--- config.mk ---
export PLATFORM = sky130hd
export DESIGN_NAME = uart_rx_flat
export DESIGN_NICKNAME = d
export VERILOG_FILES = /design/src/rtl/uart_rx_if.sv /design/src/rtl/uart_rx.sv /design/src/flat_wrapper.sv
export SDC_FILE = /design/constraint.sdc
export NUM_CORES = 1
export LEC_CHECK = 0
export CORE_MARGIN = 5
export CORE_UTILIZATION = 45
export CTS_CLUSTER_DIAMETER = 150
export DETAILED_ROUTE_END_ITERATION = 6
export PLACE_DENSITY = 0.67
export SLEW_MARGIN = 10
export SYNTH_ARGS = -nofsm -noshare
export SYNTH_HDL_FRONTEND = slang
export SYNTH_SLANG_ARGS = --single-unit
--- constraint.sdc ---
create_clock -name clk -period 2 [get_ports clk]
set_clock_uncertainty 0.15 [all_clocks]
set_input_delay 0.2 -clock clk [delete_from_list [all_inputs] [get_ports clk]]
set_output_delay 0.2 -clock clk [all_outputs]
set_load 0.005 [all_outputs]
--- src/rtl/uart_rx_if.sv ---
// uart_rx_if -- signal bundle between the UART receiver and its consumer.
//   rx            serial line into the receiver (idle high, asynchronous)
//   data          received byte
//   data_valid    one-cycle strobe: data holds a new good byte
//   frame_err     one-cycle strobe: stop bit sampled low
//   uart_rx_busy  receiver is inside a frame
//   rd_en         consumer pops the held byte        (UART_RX_HOLD_EN only)
//   rx_ready      held byte not yet read             (UART_RX_HOLD_EN only)
//   overrun       sticky: byte landed on unread byte (UART_RX_HOLD_EN only)
// Modports: master = receiver side, slave = consumer / line driver side.
// Optional feature macro: UART_RX_HOLD_EN.
interface uart_rx_if;
  logic       rx;
  logic [7:0] data;
  logic       data_valid;
  logic       frame_err;
  logic       uart_rx_busy;
`ifdef UART_RX_HOLD_EN
  logic       rd_en;
  logic       rx_ready;
  logic       overrun;

  modport master (
    input  rx, rd_en,
    output data, data_valid, frame_err, uart_rx_busy, rx_ready, overrun
  );
  modport slave (
    output rx, rd_en,
    input  data, data_valid, frame_err, uart_rx_busy, rx_ready, overrun
  );
`else
  modport master (
    input  rx,
    output data, data_valid, frame_err, uart_rx_busy
  );
  modport slave (
    output rx,
    input  data, data_valid, frame_err, uart_rx_busy
  );
`endif
endinterface

--- src/rtl/uart_rx.sv ---
// uart_rx -- 8N1 UART receiver, LSB first.
//   The asynchronous rx pin is brought in through a two-flop synchroniser;
//   the start bit is re-checked at mid-bit, then every data bit and the stop
//   bit are sampled at their centres. A good frame updates data and pulses
//   data_valid; a low stop bit pulses frame_err and waits for the line to
//   return high before looking for a new start bit.
// Ports:
//   clk    system clock, rising edge
//   rst_n  synchronous reset, active low
//   bus    uart_rx_if.master (rx in; data, data_valid, frame_err,
//          uart_rx_busy out; rd_en in / rx_ready, overrun out when the
//          holding register is built)
// Optional feature macro: UART_RX_HOLD_EN (1-entry holding register with
//   rx_ready / overrun flags and an rd_en pop).
module uart_rx #(
  parameter int CLK_FREQ = 10_000_000,
  parameter int BAUD     = 9600
) (
  input  logic     clk,
  input  logic     rst_n,
  uart_rx_if.master bus
);

  localparam int BIT_CNT_MAX  = (CLK_FREQ / BAUD) - 1;
  localparam int HALF_CNT_MAX = (CLK_FREQ / BAUD) / 2 - 1;
  localparam int CNT_W        = $clog2(BIT_CNT_MAX + 1);

  localparam logic [CNT_W-1:0] BIT_LAST  = CNT_W'(BIT_CNT_MAX);
  localparam logic [CNT_W-1:0] HALF_LAST = CNT_W'(HALF_CNT_MAX);

  typedef enum logic [2:0] {
    IDLE,
    START,
    DATA,
    STOP,
    WAIT_HIGH
  } state_e;

  state_e           state_q;
  logic             rx_meta_q;
  logic             rx_s_q;
  logic [CNT_W-1:0] baud_cnt_q;
  logic [2:0]       bit_cnt_q;
  logic [7:0]       shift_q;
  logic [7:0]       data_q;
  logic             data_valid_q;
  logic             frame_err_q;
  logic             busy_q;
`ifdef UART_RX_HOLD_EN
  logic             rx_ready_q;
  logic             overrun_q;
`endif

  // Two-flop synchroniser; resets to the idle (high) line level so a reset
  // never looks like a start edge.
  // NOTE: sequential state uses non-blocking assignments so every flop
  // samples the pre-edge value of every other flop.
  always_ff @(posedge clk) begin
    if (!rst_n) begin
      rx_meta_q <= 1'b1;
      rx_s_q    <= 1'b1;
    end else begin
      rx_meta_q <= bus.rx;
      rx_s_q    <= rx_meta_q;
    end
  end

  // Receive FSM with registered strobes. Strobes default low each cycle so
  // they last exactly one clock.
  always_ff @(posedge clk) begin
    if (!rst_n) begin
      state_q      <= IDLE;
      baud_cnt_q   <= '0;
      bit_cnt_q    <= '0;
      shift_q      <= '0;
      data_q       <= 8'h00;
      data_valid_q <= 1'b0;
      frame_err_q  <= 1'b0;
      busy_q       <= 1'b0;
`ifdef UART_RX_HOLD_EN
      rx_ready_q   <= 1'b0;
      overrun_q    <= 1'b0;
`endif
    end else begin
      data_valid_q <= 1'b0;
      frame_err_q  <= 1'b0;
`ifdef UART_RX_HOLD_EN
      // A pop clears the flag; a byte completing this same cycle overrides
      // it below and keeps rx_ready set.
      if (bus.rd_en && rx_ready_q) begin
        rx_ready_q <= 1'b0;
      end
`endif

      unique case (state_q)
        IDLE: begin
          if (!rx_s_q) begin
            state_q    <= START;
            baud_cnt_q <= '0;
            busy_q     <= 1'b1;
          end
        end

        START: begin
          if (baud_cnt_q == HALF_LAST) begin
            if (rx_s_q) begin
              // Line went back high before mid-bit: a glitch, not a start.
              state_q <= IDLE;
              busy_q  <= 1'b0;
            end else begin
              state_q    <= DATA;
              baud_cnt_q <= '0;
              bit_cnt_q  <= '0;
            end
          end else begin
            baud_cnt_q <= baud_cnt_q + 1'b1;
          end
        end

        DATA: begin
          if (baud_cnt_q == BIT_LAST) begin
            // LSB arrives first, so each new bit enters at the top and the
            // byte is aligned after the eighth shift.
            shift_q    <= {rx_s_q, shift_q[7:1]};
            baud_cnt_q <= '0;
            bit_cnt_q  <= bit_cnt_q + 3'd1;
            if (bit_cnt_q == 3'd7) begin
              state_q <= STOP;
            end
          end else begin
            baud_cnt_q <= baud_cnt_q + 1'b1;
          end
        end

        STOP: begin
          if (baud_cnt_q == BIT_LAST) begin
            baud_cnt_q <= '0;
            busy_q     <= 1'b0;
            if (rx_s_q) begin
              state_q      <= IDLE;
              data_q       <= shift_q;
              data_valid_q <= 1'b1;
`ifdef UART_RX_HOLD_EN
              if (rx_ready_q && !bus.rd_en) begin
                overrun_q <= 1'b1;
              end
              rx_ready_q <= 1'b1;
`endif
            end else begin
              // Stop bit low (framing error or break): keep the old byte and
              // ignore the line until it idles high again.
              state_q     <= WAIT_HIGH;
              frame_err_q <= 1'b1;
            end
          end else begin
            baud_cnt_q <= baud_cnt_q + 1'b1;
          end
        end

        WAIT_HIGH: begin
          if (rx_s_q) begin
            state_q <= IDLE;
          end
        end

        default: begin
          state_q <= IDLE;
          busy_q  <= 1'b0;
        end
      endcase
    end
  end

  assign bus.data         = data_q;
  assign bus.data_valid   = data_valid_q;
  assign bus.frame_err    = frame_err_q;
  assign bus.uart_rx_busy = busy_q;
`ifdef UART_RX_HOLD_EN
  assign bus.rx_ready     = rx_ready_q;
  assign bus.overrun      = overrun_q;
`endif

endmodule

--- src/flat_wrapper.sv ---
// flat-port wrapper written by rule: the top's interface ports become plain ports
module uart_rx_flat 
#(
  parameter int CLK_FREQ = 10_000_000,
  parameter int BAUD     = 9600
)
  (clk, rst_n, bus_rx, bus_data, bus_data_valid, bus_frame_err, bus_uart_rx_busy);
  uart_rx_if bus_i ();
  input  logic clk;
  input  logic rst_n;
  input wire logic [$bits(bus_i.rx)-1:0] bus_rx;
  output wire logic [$bits(bus_i.data)-1:0] bus_data;
  output wire logic [$bits(bus_i.data_valid)-1:0] bus_data_valid;
  output wire logic [$bits(bus_i.frame_err)-1:0] bus_frame_err;
  output wire logic [$bits(bus_i.uart_rx_busy)-1:0] bus_uart_rx_busy;
  assign bus_i.rx = bus_rx;
  assign bus_data = bus_i.data;
  assign bus_data_valid = bus_i.data_valid;
  assign bus_frame_err = bus_i.frame_err;
  assign bus_uart_rx_busy = bus_i.uart_rx_busy;
  uart_rx #(.CLK_FREQ(CLK_FREQ), .BAUD(BAUD)) u_core (.clk(clk), .rst_n(rst_n), .bus(bus_i));
endmodule
==> results by group, run 1 <==
Run status
  – Status: finished with violations
  – Failing checks: negative setup slack

Critical path
  – WS Path Type: reg -> reg
  – Crit path from: u_core.baud_cnt_q[7]$_SDFFE_PN0P_
  – Setup crit end kind: register
  – Startpoint Class: register
  – Critical Path Fanout Max: 7
  – Arr. time, crit path: 2.04 ns
  – Worst reg2reg path startpoint: u_core.baud_cnt_q[7]$_SDFFE_PN0P_
  – CP Data Required Time: between 2 and 2.5 ns

Floorplanning
  – Initial core utilization: 45.6%
  – Die area: 0.00536 mm²
  – I/O Pins: 14
  – # rows: 23
  – Core Region: 0.00394 mm²
  – Die span in y: around 73 µm
  – Die X-Extent: 73.2 µm

Min path
  – Hold Crit Class: reg -> reg
  – Hold Crit Start: u_core.rx_meta_q$_SDFF_PN1_

STA
  – Crit path time final: between 2 and 2.5 ns
  – Hold Vio Cnt, Final: 0
  – Worst slew pin tran: around 0.44 ns
  – WHS: 0.263 ns
  – Setup tns final: -0.0343 ns
  – Fmax: 496 MHz
  – Final Max Slew Viols: 0
  – Slew headroom: 70.5%
  – RSZ-0062 raised after global routing: yes
  – # setup viols final: 4
  – Worst setup margin: -0.0144 ns
  – Tcrit/Tclk final: 101%

Cells and area
  – Layout overhead on the synthesized area: 35.0%
  – # diodes: 0
  – Final core utilization: 61.6%
  – Nets: roughly 240
  – Final non-filler cell area: around 0.0024 mm²
  – Layout cells sized above 1: 28.8%
  – Non-Filler Instances: roughly 290

Placement
  – RePlAce Congestion: 0.967
  – Port bufs: 13
  – Placed Area: between 0.002 and 0.0025 mm²
  – Cells after DPL: between 200 and 300
  – Detailed placement HPWL: approximately 3100 µm

Global route
  – Gr usage total: ~17%
  – Largest net degree at the start of global routing: 20
  – GRT overflow: 0
  – Number of global-route vias before repair: approximately 1.6k
  – First-pass GRT wire length: 7130 µm
  – Initial antenna violation count: 0

Drt
  – Routed len/inst: 15.3 µm
  – Via count: 1619
  – Initial DRC Count: 123
  – Pre-antenna DRT Iters: 4
  – Final ANT Viol Nets: 0
  – # DRC: 0
  – Via density: 5.66
  – Drt total wl: 4390 µm

Synth
  – Simple-gate area share of the yosys netlist: between 20 and 30%
  – Share of the synthesized area in the top cell type: 42.3%
  – Xor/xnor share of the synthesized area: 0.974%
  – Post-synth EDFFs: 0
  – Synth warn: 0
  – Top_reg_cell synth: dfxtp_1
  – Yosys cell types: 47
  – Async SR Flop Fraction: 0%
  – Largest family of logic cells by synthesized area: simple AND/OR/NAND/NOR gates
  – Post-synthesis register bit count: 38
  – Mapped Area: 0.00180 mm²
  – Multiplexer share of the synthesized area: about a tenth
  – Post-Synth Adder-Cell Area: under 10%
  – Syn_area_per_cell: roughly 9.2 µm²
  – Compound-gate portion of the synthesized area: between 10% and 20%
  – Post-synthesis sequential area ratio: 42.3%
  – Yosys top cell by area: dfxtp_1
  – Synth top area cells: dfxtp_1 42%, mux2i_1 9.5%, nor2_1 5.0%
  – Cells after synthesis: 196
  – Syn Nets: 203

Flow run
  – Max_cap viols: 0

Clocking
  – CTS tree: done
  – Clock sink total: 38
  – Deepest level of the CTS H-tree: 2
  – Clock Path Buffers: 2
  – Clock-pin slew on the worst setup and hold paths: about 0.08 ns
  – CTS root buf: clkbuf_8
  – Worst skew pair latency: 0.29 ns
  – TritonCTS buffer count: 5

Pwr
  – P_int: 1.25 mW
  – Clock power share: 40.3%
  – Net Sw Frac: 23.9%
  – Logic gate share of total power: a little under an eighth
  – Leak: 0.874 nW
  – Sequential share of power: 48.0%
  – VDD IR max: approximately 430 µV
  – PD cells: 677 mW/mm²
  – Sw Pwr: 0.394 mW
==> stage by stage <==
step	total power, mW	worst slack (ns)
2_1_floorplan	0.900	0.00360
6_report	1.64	-0.0144
3_5_place_dp	0.971	-0.0704
5_1_grt	1.71	-0.120
3_3_place_gp	0.968	-0.0641
4_1_cts	1.63	-0.0228
==> layout make-up <==
type,instances,area [µm²]
Multi-Input combinational cell,145,1060
Fill cell,312,1510
Tap cell,50,62.6
Clock inverter,1,30.0
Timing Repair Buffer,43,410
Inverter,3,11.3
Sequential cell,38,769
Clock buffer,6,82.6
==> per-layer routing <==
| metal | track usage, % | wire, µm | part of all wire, % | vias to the layer above |
|---|---|---|---|---|
| met2 | 28.5 | 2200 | 50 | 36 |
| met4 | 7.38 | 97 | 2.2 | 0 |
| li1 | - | - | - | 792 |
| met1 | 20.2 | 1910 | 44 | 780 |
| met5 | 0 | 0 | 0 | - |
| met3 | 5.37 | 181 | 4.1 | 11 |
==> power groups by stage <==
stage | sequential (mW) | clock, mW | combinational (mW)
2_1_floorplan | 0.795 | 0 | 0.105
3_3_place_gp | 0.800 | 0 | 0.167
3_5_place_dp | 0.801 | 0 | 0.170
4_1_cts | 0.785 | 0.675 | 0.170
5_1_grt | 0.792 | 0.714 | 0.208
6_report | 0.790 | 0.663 | 0.192
==> logic make-up (layout without fill, tap and decap cells) <==
logic type,Yosys count,in the layout
compound gates,33,33
xor+xnor,2,2
fa+ha+maj,4,4
buf+inv,13,53
flops,38,38
mux,17,17
simple gates,89,89
==> registers in the layout, summed over array words and instances (netlist names) <==
| signal | count |
|---|---|
| u_core.baud_cnt_q | 11 |
| u_core.bit_cnt_q | 3 |
| u_core.bus.data | 8 |
| u_core.bus.data_valid | 1 |
| u_core.bus.frame_err | 1 |
| u_core.bus.uart_rx_busy | 1 |
| u_core.rx_meta_q | 1 |
| u_core.rx_s_q | 1 |
| u_core.shift_q | 8 |
| u_core.state_q | 3 |
==> repair_timing <==
action / 4_1_cts / 5_1_grt
pin swaps: 2 / 7
cloned: 0 / 1
endpoints found under the setup margin: 16 / 32
hold endpoints to repair: 0 / 0
hold buffers: 0 / 0
buffers inserted: 1 / 0
resized for setup: 2 / 24
==> critical path: stages (launching register included) <==
cell and delay [ns]:
dfxtp_2 0.32, or4_4 0.58, nor4_4 0.20, and2b_4 0.26, nor2_4 0.08, a221o_1 0.32
==> synth_stat cells, types with 2 or more instances <==
library cell   n
nand2b_1       5
clkbuf_1       6
nor3_1        10
a21oi_1        6
a22oi_1        2
nor3b_1        2
and4_1         2
xnor2_1        2
nor2_1        24
dfxtp_1       38
mux2i_1       17
nand2_1       15
a221oi_1       2
o21ai_0        7
nor4b_1        3
o21a_1         2
a31oi_1        2
buf_4          3
ha_1           4
inv_1          3
and2_1         4
nor2b_1        2
a22o_2         2
a221o_1        5
nand3_1        6
==> cells in the final DEF (no fill, tap or decap), types with 3 or more instances in the layout <==
cell	instances
a21oi_1	6
a221o_1	5
and2_1	3
buf_12	3
buf_4	26
clkbuf_8	6
clkdlybuf4s50_1	13
dfxtp_1	33
dfxtp_2	4
ha_1	3
mux2i_1	16
nand2_1	14
nand2b_1	5
nand3_1	6
nor2_1	24
nor3_1	9
o21ai_0	5
==> path summary, 6_finish.rpt <==
check                                      end  slack [ns]  depth (start not counted)
max reg2reg  u_core.baud_cnt_q[5]$_SDFFE_PN0P_       -0.01                          5
min reg2reg           u_core.rx_s_q$_SDFF_PN1_        0.26                          1
max          u_core.baud_cnt_q[5]$_SDFFE_PN0P_       -0.01                          5
min                   u_core.rx_s_q$_SDFF_PN1_        0.26                          1
(Power assumes the default switching activity.)
==> run 2, diff against run 1 <==
Settings changed: CORE_MARGIN 5 to 2, CORE_UTILIZATION 45 to 40, PLACE_DENSITY 0.67 to default, SETUP_SLACK_MARGIN from default to 0.02.
==> results by group, run 2 (synthesis gave the netlist of run 1 again) <==
Placement
  – RePlAce Congestion: 0.948 (-2.0%)
  – Placed Area: 0.00220 mm² (+0.57%)
  – Cells after DPL: 282 (+1.8%)
  – Port bufs: 13 (unchanged)
  – Worst slack at placement: -0.110 ns (-0.0394 ns)
  – Detailed placement HPWL: 3240 µm (+5.8%)

STA
  – Hold Vio Cnt, Final: 0 (unchanged)
  – # setup viols final: 11 (+7)
  – Fmax: 467 MHz (-5.9%)
  – Final Max Slew Viols: 0 (unchanged)
  – Worst slew pin tran: 0.405 ns (-0.0365 ns)
  – Crit path time final: 2.14 ns (+0.125 ns)
  – Slew headroom: 72.9% (+2.4 points)
  – Worst setup margin: -0.140 ns (-0.125 ns)
  – RSZ-0062 raised after global routing: yes
  – WHS: 0.295 ns (+0.0322 ns)
  – Tcrit/Tclk final: 107% (+6.3 points)

Pwr
  – Leak: 0.957 nW (+9.4%)
  – PD cells: 644 mW/mm² (-4.8%)
  – VDD IR max: 419 µV (-2.5%)

Flow run
  – Max_cap viols: 0 (unchanged)

Critical path
  – Critical path cell sequence: buf_4 -> nand4b_1 -> nor4_4 -> buf_4 -> and2_4 -> o21ai_1 -> a221oi_2
  – Slowest cell delay on critical path: 0.42 ns (-0.16 ns)
  – Buf+Inv Stages, Crit Path: 2 (+2)
  – Slowest cell on crit path: dfxtp_1
  – Critical Path Stages: 7 (+2)
  – Setup crit end kind: register
  – CP Data Required Time: 2.05 ns (+0.03 ns)
  – CP top delay family: simple AND/OR/NAND/NOR gates
  – WS Path Type: reg -> reg
  – Crit-path most repeated cell: buf_4
  – Arr. time, crit path: 2.19 ns (+0.15 ns)
  – Startpoint Class: register
  – Critical Path Fanout Max: 7 (unchanged)
  – Worst Reg2Reg Path Length in Cells: 7 (+2)

Global route
  – First-pass GRT wire length: 7670 µm (+7.5%)
  – Largest net degree at the start of global routing: 20 (unchanged)
  – GRT overflow: 0 (unchanged)
  – Number of global-route vias before repair: 1654 (+5.2%)
  – Gr usage total: 19.4% (+2.3 points)
  – Initial antenna violation count: 0 (unchanged)

Cells and area
  – Fillers: 356 (+14%)
  – Non-Filler Instances: 300 (+4.9%)
  – Max reg flops: 11 (unchanged)
  – # diodes: 0 (unchanged)
  – Most flops, register: u_core.baud_cnt_q
  – Layout overhead on the synthesized area: 44.2%
  – Reg area: 764 µm² (-0.65%)
  – Commonest non-fill, non-tap cell in the layout: dfxtp_1
  – Multi-input logic area: 0.00112 mm² (+5.4%)
  – Nets: 254 (+4.5%)
  – Final non-filler cell area: 0.00259 mm² (+6.7%)
  – Most frequent cells in the layout: 35 x dfxtp_1, 34 x buf_4, 24 x nor2_1
  – Layout cells sized above 1: 34.3% (+5.5 points)

Drt
  – # DRC: 0 (unchanged)
  – Drt total wl: 4840 µm (+10%)
  – Pre-antenna DRT Iters: 5 (+1)
  – Via density: 5.56 (-1.8%)
  – Final ANT Viol Nets: 0 (unchanged)
  – Via count: 1668 (+3.0%)
  – Initial DRC Count: 126 (+2.4%)
  – Routed len/inst: 16.1 µm (+5.3%)

Floorplanning
  – Die area: 0.00505 mm² (-5.8%)
  – Die X-Extent: 71.1 µm (-3.0%)
  – I/O Pins: 14 (unchanged)
  – Initial core utilization: 41.3% (-4.3 points)
  – # rows: 24 (+4.3%)
  – Core Region: 0.00435 mm² (+10%)
  – Die span in y: 71.1 µm (-3.0%)

Clocking
  – Deepest level of the CTS H-tree: 2 (unchanged)
  – Clock-pin slew on the worst setup and hold paths: 0.08 ns (about the same)
  – Clock sink total: 38 (unchanged)
  – CTS root buf: clkbuf_8
  – Hold Buf Count CTS: 0 (unchanged)
  – Worst skew pair latency: 0.30 ns (about the same)
  – CTS tree: done
  – Clock Path Buffers: 2 (unchanged)
  – TritonCTS buffer count: 5 (unchanged)

Run status
  – Failing checks: negative setup slack
  – Status: finished with violations

Min path
  – Hold depth: 1 (unchanged)
  – Hold Crit Class: reg -> reg
run 2: cell types whose count changed in the layout (fill, tap and decap cells not counted), moves of 2 or more:
| cell | previous run | this run |
|---|---|---|
| buf_4 | 26 | 34 |
| o21ai_0 | 5 | 2 |
| dfxtp_1 | 33 | 35 |
| clkinvlp_4 | 0 | 2 |
| buf_6 | 0 | 2 |
| and2_4 | 1 | 3 |
| o21ai_1 | 2 | 4 |
run 2: final timing paths:
kind / from / to / slack (ns)
worst min-delay path: u_core.rx_meta_q$_SDFF_PN1_ / u_core.rx_s_q$_SDFF_PN1_ / 0.29
worst max register to register: u_core.baud_cnt_q[2]$_SDFFE_PN0P_ / u_core.baud_cnt_q[0]$_SDFFE_PN0P_ / -0.14
worst min register to register: u_core.rx_meta_q$_SDFF_PN1_ / u_core.rx_s_q$_SDFF_PN1_ / 0.29
worst max-delay path: u_core.baud_cnt_q[2]$_SDFFE_PN0P_ / u_core.baud_cnt_q[0]$_SDFFE_PN0P_ / -0.14
run 2: layout make-up:
class,count,area share (%)
multi-input cells,145,43.2
flip-flops and latches,38,29.5
repair buffers,54,20.0
clock buffers,5,2.65
well taps,52,2.51
clock inverters,3,1.74
inverters,3,0.434
run 2: layer usage:
metal  up-vias  part of all wire (%)  GRT usage, %
met4         0                   2.0          8.60
li1        817                     -             -
met5         -                     0             0
met3        10                   3.7          5.70
met2        50                    51          31.8
met1       791                    43          23.7
run 2: per-stage QoR:
step	setup TNS (ns)	power, mW	util (%)
floorplan	0	0.900	-
finish	-0.896	1.67	59.6
global placement	-0.634	0.957	50.6
detailed placement	-1.02	0.963	50.6
CTS	-0.253	1.64	55.2
global route	-2.48	1.73	59.6
run 2: where the power goes:
part	total (mW)	leakage [nW]	switching (mW)	internal, mW
Combinational	0.218	0.598	0.129	0.0889
Sequential	0.782	0.308	0.0119	0.771
Clock	0.671	0.0504	0.300	0.371
Total	1.67	0.957	0.441	1.23
run 2: timing repair:
action | CTS | global route
pin swaps | 9 | 8
hold endpoints to repair | 0 | 0
gates resized for setup | 15 | 25
buffers inserted | 4 | 4
gates cloned | 0 | 2
setup endpoints to repair | 22 | 34
run 2: worst reg2reg max path, cell delays in order (launching register included):
cell and delay, ns:
dfxtp_1 0.42, buf_4 0.18, nand4b_1 0.26, nor4_4 0.35, buf_4 0.18, and2_4 0.15, o21ai_1 0.08, a221oi_2 0.28
==> RTL edit 1 (settings of run 2) <==
`BAUD` is set to 9600 in 2 places; all go to 4800.
--- a/src/rtl/uart_rx.sv
+++ b/src/rtl/uart_rx.sv
@@ -16,3 +16,3 @@
   parameter int CLK_FREQ = 10_000_000,
-  parameter int BAUD     = 9600
+  parameter int BAUD     = 4800
 ) (
--- a/src/flat_wrapper.sv
+++ b/src/flat_wrapper.sv
@@ -4,3 +4,3 @@
   parameter int CLK_FREQ = 10_000_000,
-  parameter int BAUD     = 9600
+  parameter int BAUD     = 4800
 )
Behaviour: same outputs for any inputs over 10 cycles, from zero or initial values and one cycle with rst_n low; that may be too few to reach the edited logic, so the function may still have changed.
==> RTL edit 1 against run 2 <==
Sequential cell count is 1 higher; setup slack better by 0.21 ns; final area is 8.6% lower; cell count is 1.3% lower; wire length is 16% lower; area after synthesis is 4.8% higher; core utilization is 6.2 points lower.
Power is not compared: it rests on default switching activity, and its combinational part moved more than twofold at a synthesized area within 25%.
==> RTL edit 1: results (changes against run 2) <==
Run status
  – Outcome: completed

Worst setup path
  – Critical path peak fanout: 4 (-3)
  – CP top delay family: compound AO/OA/AOI/OAI gates
  – Data arrival, critical path: 1.97 ns (-0.22 ns)
  – FF-to-FF Start: u_core.baud_cnt_q[0]
  – R2r setup slk: 0.07 ns (+0.21 ns)
  – Worst setup SP type: register
  – Worst path max stage delay: 0.33 ns (-0.09 ns)
  – FF-to-FF End: u_core.state_q[2]

Cells and area
  – Proportion of layout cells with a drive suffix above 1: 0.193 (-0.150)
  – Filler-free cell count of the finished design: 296 (-1.3%)
  – Nets@finish: 251 (-1.2%)
  – Max FFs per register: 12 (+1)

Placement
  – Number of placed instances, taps included: 286 (+1.4%)
  – Routability cong.: 0.816 (-14%)
  – Placed cell areas: 0.00220 mm² (about the same)
  – Place WS: 0.0665 ns (+0.176 ns)
  – Post-DP HPWL: 2800 µm (-14%)

Clock network
  – Clk_lat worst skew: 0.30 ns (about the same)
  – Num CTS Buffers: 5 (unchanged)
  – Clock-pin transition on the worst setup and hold timing paths: 0.08 ns (about the same)
  – Setup repair bufs after CTS: 0 (-4)
  – Longest Clk Path Bufs: 2 (unchanged)
  – Post_cts resized: 0 (-15)

Synth
  – Synth top area cells: dfxtp_1, mux2i_1, nor2_1, ha_1, o21ai_0
  – Synth cell types: 48 (+2.1%)
  – Seq/Total Area, Yosys: 0.414 (-0.00874)
  – Mapped Nets: 217 (+6.9%)
  – Mean post-synth cell area: 9.02 µm² (-1.7%)
  – Synth cell count leaders: dfxtp_1, nor2_1, mux2i_1, o21ai_0

Power
  – Worst VDD drop: 391 µV
  – Leak Pwr: 0.000943 µW

Global route
  – First-pass GRT wire length: 6570 µm (-14%)
  – Overall Global Routing Usage: 0.161 (-0.0329)
  – Vias in the first global route: 1438 (-13%)

Timing
  – Final period utilization: 0.964 (-0.106)
  – Max-slew headroom: 0.769 (+0.0395)

Routing
  – 1st-iter DRT viols: 120 (-4.8%)
  – Routed WL: 4060 µm (-16%)
  – Vias/cell: 5.44 (-2.1%)
  – Drt pass-1 iters: 4 (-1)
## RTL edit 1: how the worst min path moves through the flow
stage / startpoint / to / slack (ns) / cells past startpoint
CTS: u_core.rx_meta_q / u_core.rx_s_q / 0.27 / 1
floorplan: bus_rx / u_core.rx_meta_q / 0.15 / 1
finish: u_core.rx_meta_q / u_core.rx_s_q / 0.26 / 1
detailed placement: u_core.rx_meta_q / u_core.rx_s_q / 0.25 / 1
global route: u_core.rx_meta_q / u_core.rx_s_q / 0.29 / 1
global placement: u_core.rx_meta_q / u_core.rx_s_q / 0.24 / 1
## RTL edit 1: cell type report
type	instances	area [µm²]
clock buffers	5	68.8
clock inverters	3	47.5
fillers	424	2070
inverters	6	22.5
multi-input cells	157	1080
flip-flops and latches	39	785
well taps	52	65.1
repair buffers	34	300
## RTL edit 1: logic make-up (layout without fill, tap and decap cells)
| family | count (synthesis) | in the layout | share of synthesized area |
|---|---|---|---|
| buffers and inverters | 14 | 48 | 0.0325 |
| and+or+nand+nor | 85 | 85 | 0.261 |
| muxes | 18 | 18 | 0.0956 |
| xor gates and xnor gates | 2 | 2 | 0.00929 |
| AOI/OAI and AO/OA | 46 | 47 | 0.155 |
| DFF | 39 | 39 | 0.414 |
| adders and majority gates | 5 | 5 | 0.0332 |
## RTL edit 1: metal layers
| layer | GRT usage | routed length (µm) |
|---|---|---|
| met3 | 0.0456 | 155 |
| met1 | 0.213 | 1980 |
| met5 | 0 | 0 |
| met2 | 0.251 | 1850 |
| met4 | 0.0617 | 69 |
## RTL edit 1: where the power goes
group	switching (µW)	leakage [µW]	total, µW	internal [µW]
Combinational	54.6	0.000568	99.6	45.0
Clock	309	0.0000587	688	378
Sequential	5.22	0.000316	788	783
==> RTL edit 2 (config.mk and constraints of run 2) <==
Without the edit above. Encoding of `state_e`: now Gray code (3 bits for 5 states).
--- a/src/rtl/uart_rx.sv
+++ b/src/rtl/uart_rx.sv
@@ -31,7 +31,7 @@
   typedef enum logic [2:0] {
-    IDLE,
-    START,
-    DATA,
-    STOP,
-    WAIT_HIGH
+    IDLE      = 3'b000,
+    START     = 3'b001,
+    DATA      = 3'b011,
+    STOP      = 3'b010,
+    WAIT_HIGH = 3'b110
   } state_e;
Formal check against the unedited RTL: same outputs for any inputs over 10 cycles, from zero or initial values and one cycle with rst_n low; not proved beyond that.
==> RTL edit 2 against run 2 <==
The run still ends with setup timing left; setup slack got worse by 0.063 ns; area after synthesis is 0.14% higher; sequential cell count stayed put; critical path depth did not move; final area decreased by 0.77%; wire length is 7.5% lower; worst hold slack worse by 0.029 ns.
Power is not compared: it rests on default switching activity, and its combinational part moved more than twofold at a synthesized area within 25%.
==> RTL edit 2: results (changes against run 2) <==
Power
  – Worst VDD drop: 476 µV
  – Share of power burned in registers: 0.416
  – Clk pwr share: 0.332

Synth
  – Post-synthesis mux area share: 0.111 (+0.0165)
  – Post-Synth Adder-Cell Area: 0.0278 (-0.0000386)
  – Mapped Nets: 209 (+3.0%)
  – Synth cell count leaders: dfxtp_1, nor2_1, mux2i_1, o21ai_0, nand2_1
  – Post-synthesis compound-gate area fraction: 0.139 (+0.00607)
  – Seq/Total Area, Yosys: 0.422 (-0.000587)
  – XOR/XNOR share of the synthesized area: 0.0146 (+0.00485)
  – Synth top area cells: dfxtp_1, mux2i_1, nor2_1, o21ai_0, ha_1
  – Synth cell types: 37 (-21%)
  – Mean post-synth cell area: 8.92 µm² (-2.8%)

Global route
  – Antenna violations before repair: 0 (unchanged)
  – Met2 Track Usage GR: 0.291 (-0.0270)
  – First-pass GRT wire length: 7390 µm (-3.7%)
  – Overall Global Routing Usage: 0.188 (-0.00660)
  – Global-route met1 utilization: 0.254 (+0.0168)
  – Grt met3 use: 0.0370 (-0.0199)
  – Pin count of the biggest net entering global routing: 22 (+10%)

Worst setup path
  – Worst setup SP type: register
  – Critical-path top delay cell: or4_4
  – Reg2Reg Depth: 7 (unchanged)
  – Worst path max stage delay: 0.56 ns (+0.14 ns)
  – FF-to-FF End: u_core.bus.data[7]
  – Critical path peak fanout: 5 (-2)
  – FF-to-FF Start: u_core.baud_cnt_q[3]
  – Data arrival, critical path: 2.22 ns (+0.03 ns)

Routing
  – Vias: 1645 (-1.4%)
  – WL met1: 2030 µm (-2.7%)
  – Drt pass-1 iters: 4 (-1)
  – Routed WL: 4480 µm (-7.5%)
  – 1st-iter DRT viols: 114 (-9.5%)
  – Met3 wire length: 180 µm (+1.7%)
  – WL met2: 2160 µm (-13%)

Cells and area
  – Max FFs per register: 11 (unchanged)
  – Filler-free cell count of the finished design: 306 (+2.0%)
  – Nets@finish: 261 (+2.8%)
  – Proportion of layout cells with a drive suffix above 1: 0.315 (-0.0278)

Timing
  – Max-slew headroom: 0.704 (-0.0248)
  – Setup TNS: -4.01 ns (-3.12 ns)
  – Endpoints failing setup: 33 (+22)
  – Final setup margin: -0.203 ns (-0.0632 ns)
  – Worst hold slack: 0.266 ns (-0.0285 ns)

Run status
  – Failing checks: setup timing
  – Outcome: finished with violations

Placement
  – Post-DP HPWL: 2880 µm (-11%)
  – Number of placed instances, taps included: 286 (+1.4%)
  – Routability cong.: 0.859 (-9.4%)

Clock network
  – Setup repair bufs after CTS: 3 (-1)
  – Max H-tree Level: 2 (unchanged)
  – Post_cts resized: 19 (+4)
  – Num CTS Buffers: 5 (unchanged)
  – Clk_lat worst skew: 0.28 ns (-0.02 ns)

Hold path
  – Hold wc startpoint: u_core.rx_meta_q
## RTL edit 2: cell types whose count changed after synthesis, moves of 3 or more
| cell | delta |
|---|---|
| o21ai_0 | +5 |
| nand2_1 | -5 |
| nor2_1 | +5 |
| inv_1 | +4 |
| nand4_1 | +4 |
| o21bai_1 | +4 |
| xor2_1 | +3 |
| or3_1 | +5 |
| a221o_1 | -5 |
| mux2i_1 | +3 |
| a211oi_1 | +3 |
| buf_4 | -3 |
| nor3_1 | -8 |
## RTL edit 2: through the flow
step | utilization | setup slack, ns
6_report | 0.591 | -0.203
5_1_grt | 0.591 | -0.305
4_1_cts | 0.556 | -0.162
3_5_place_dp | 0.511 | -0.178
3_3_place_gp | 0.511 | -0.116
2_1_floorplan | - | -0.119
## RTL edit 2: area by class of cell
cell class | count | area, µm²
flip-flops and latches | 38 | 771
repair buffers | 55 | 493
clock buffers | 6 | 82.6
clock inverters | 1 | 30.0
well taps | 52 | 65.1
multi-input cells | 147 | 1110
inverters | 7 | 26.3
fillers | 368 | 1780
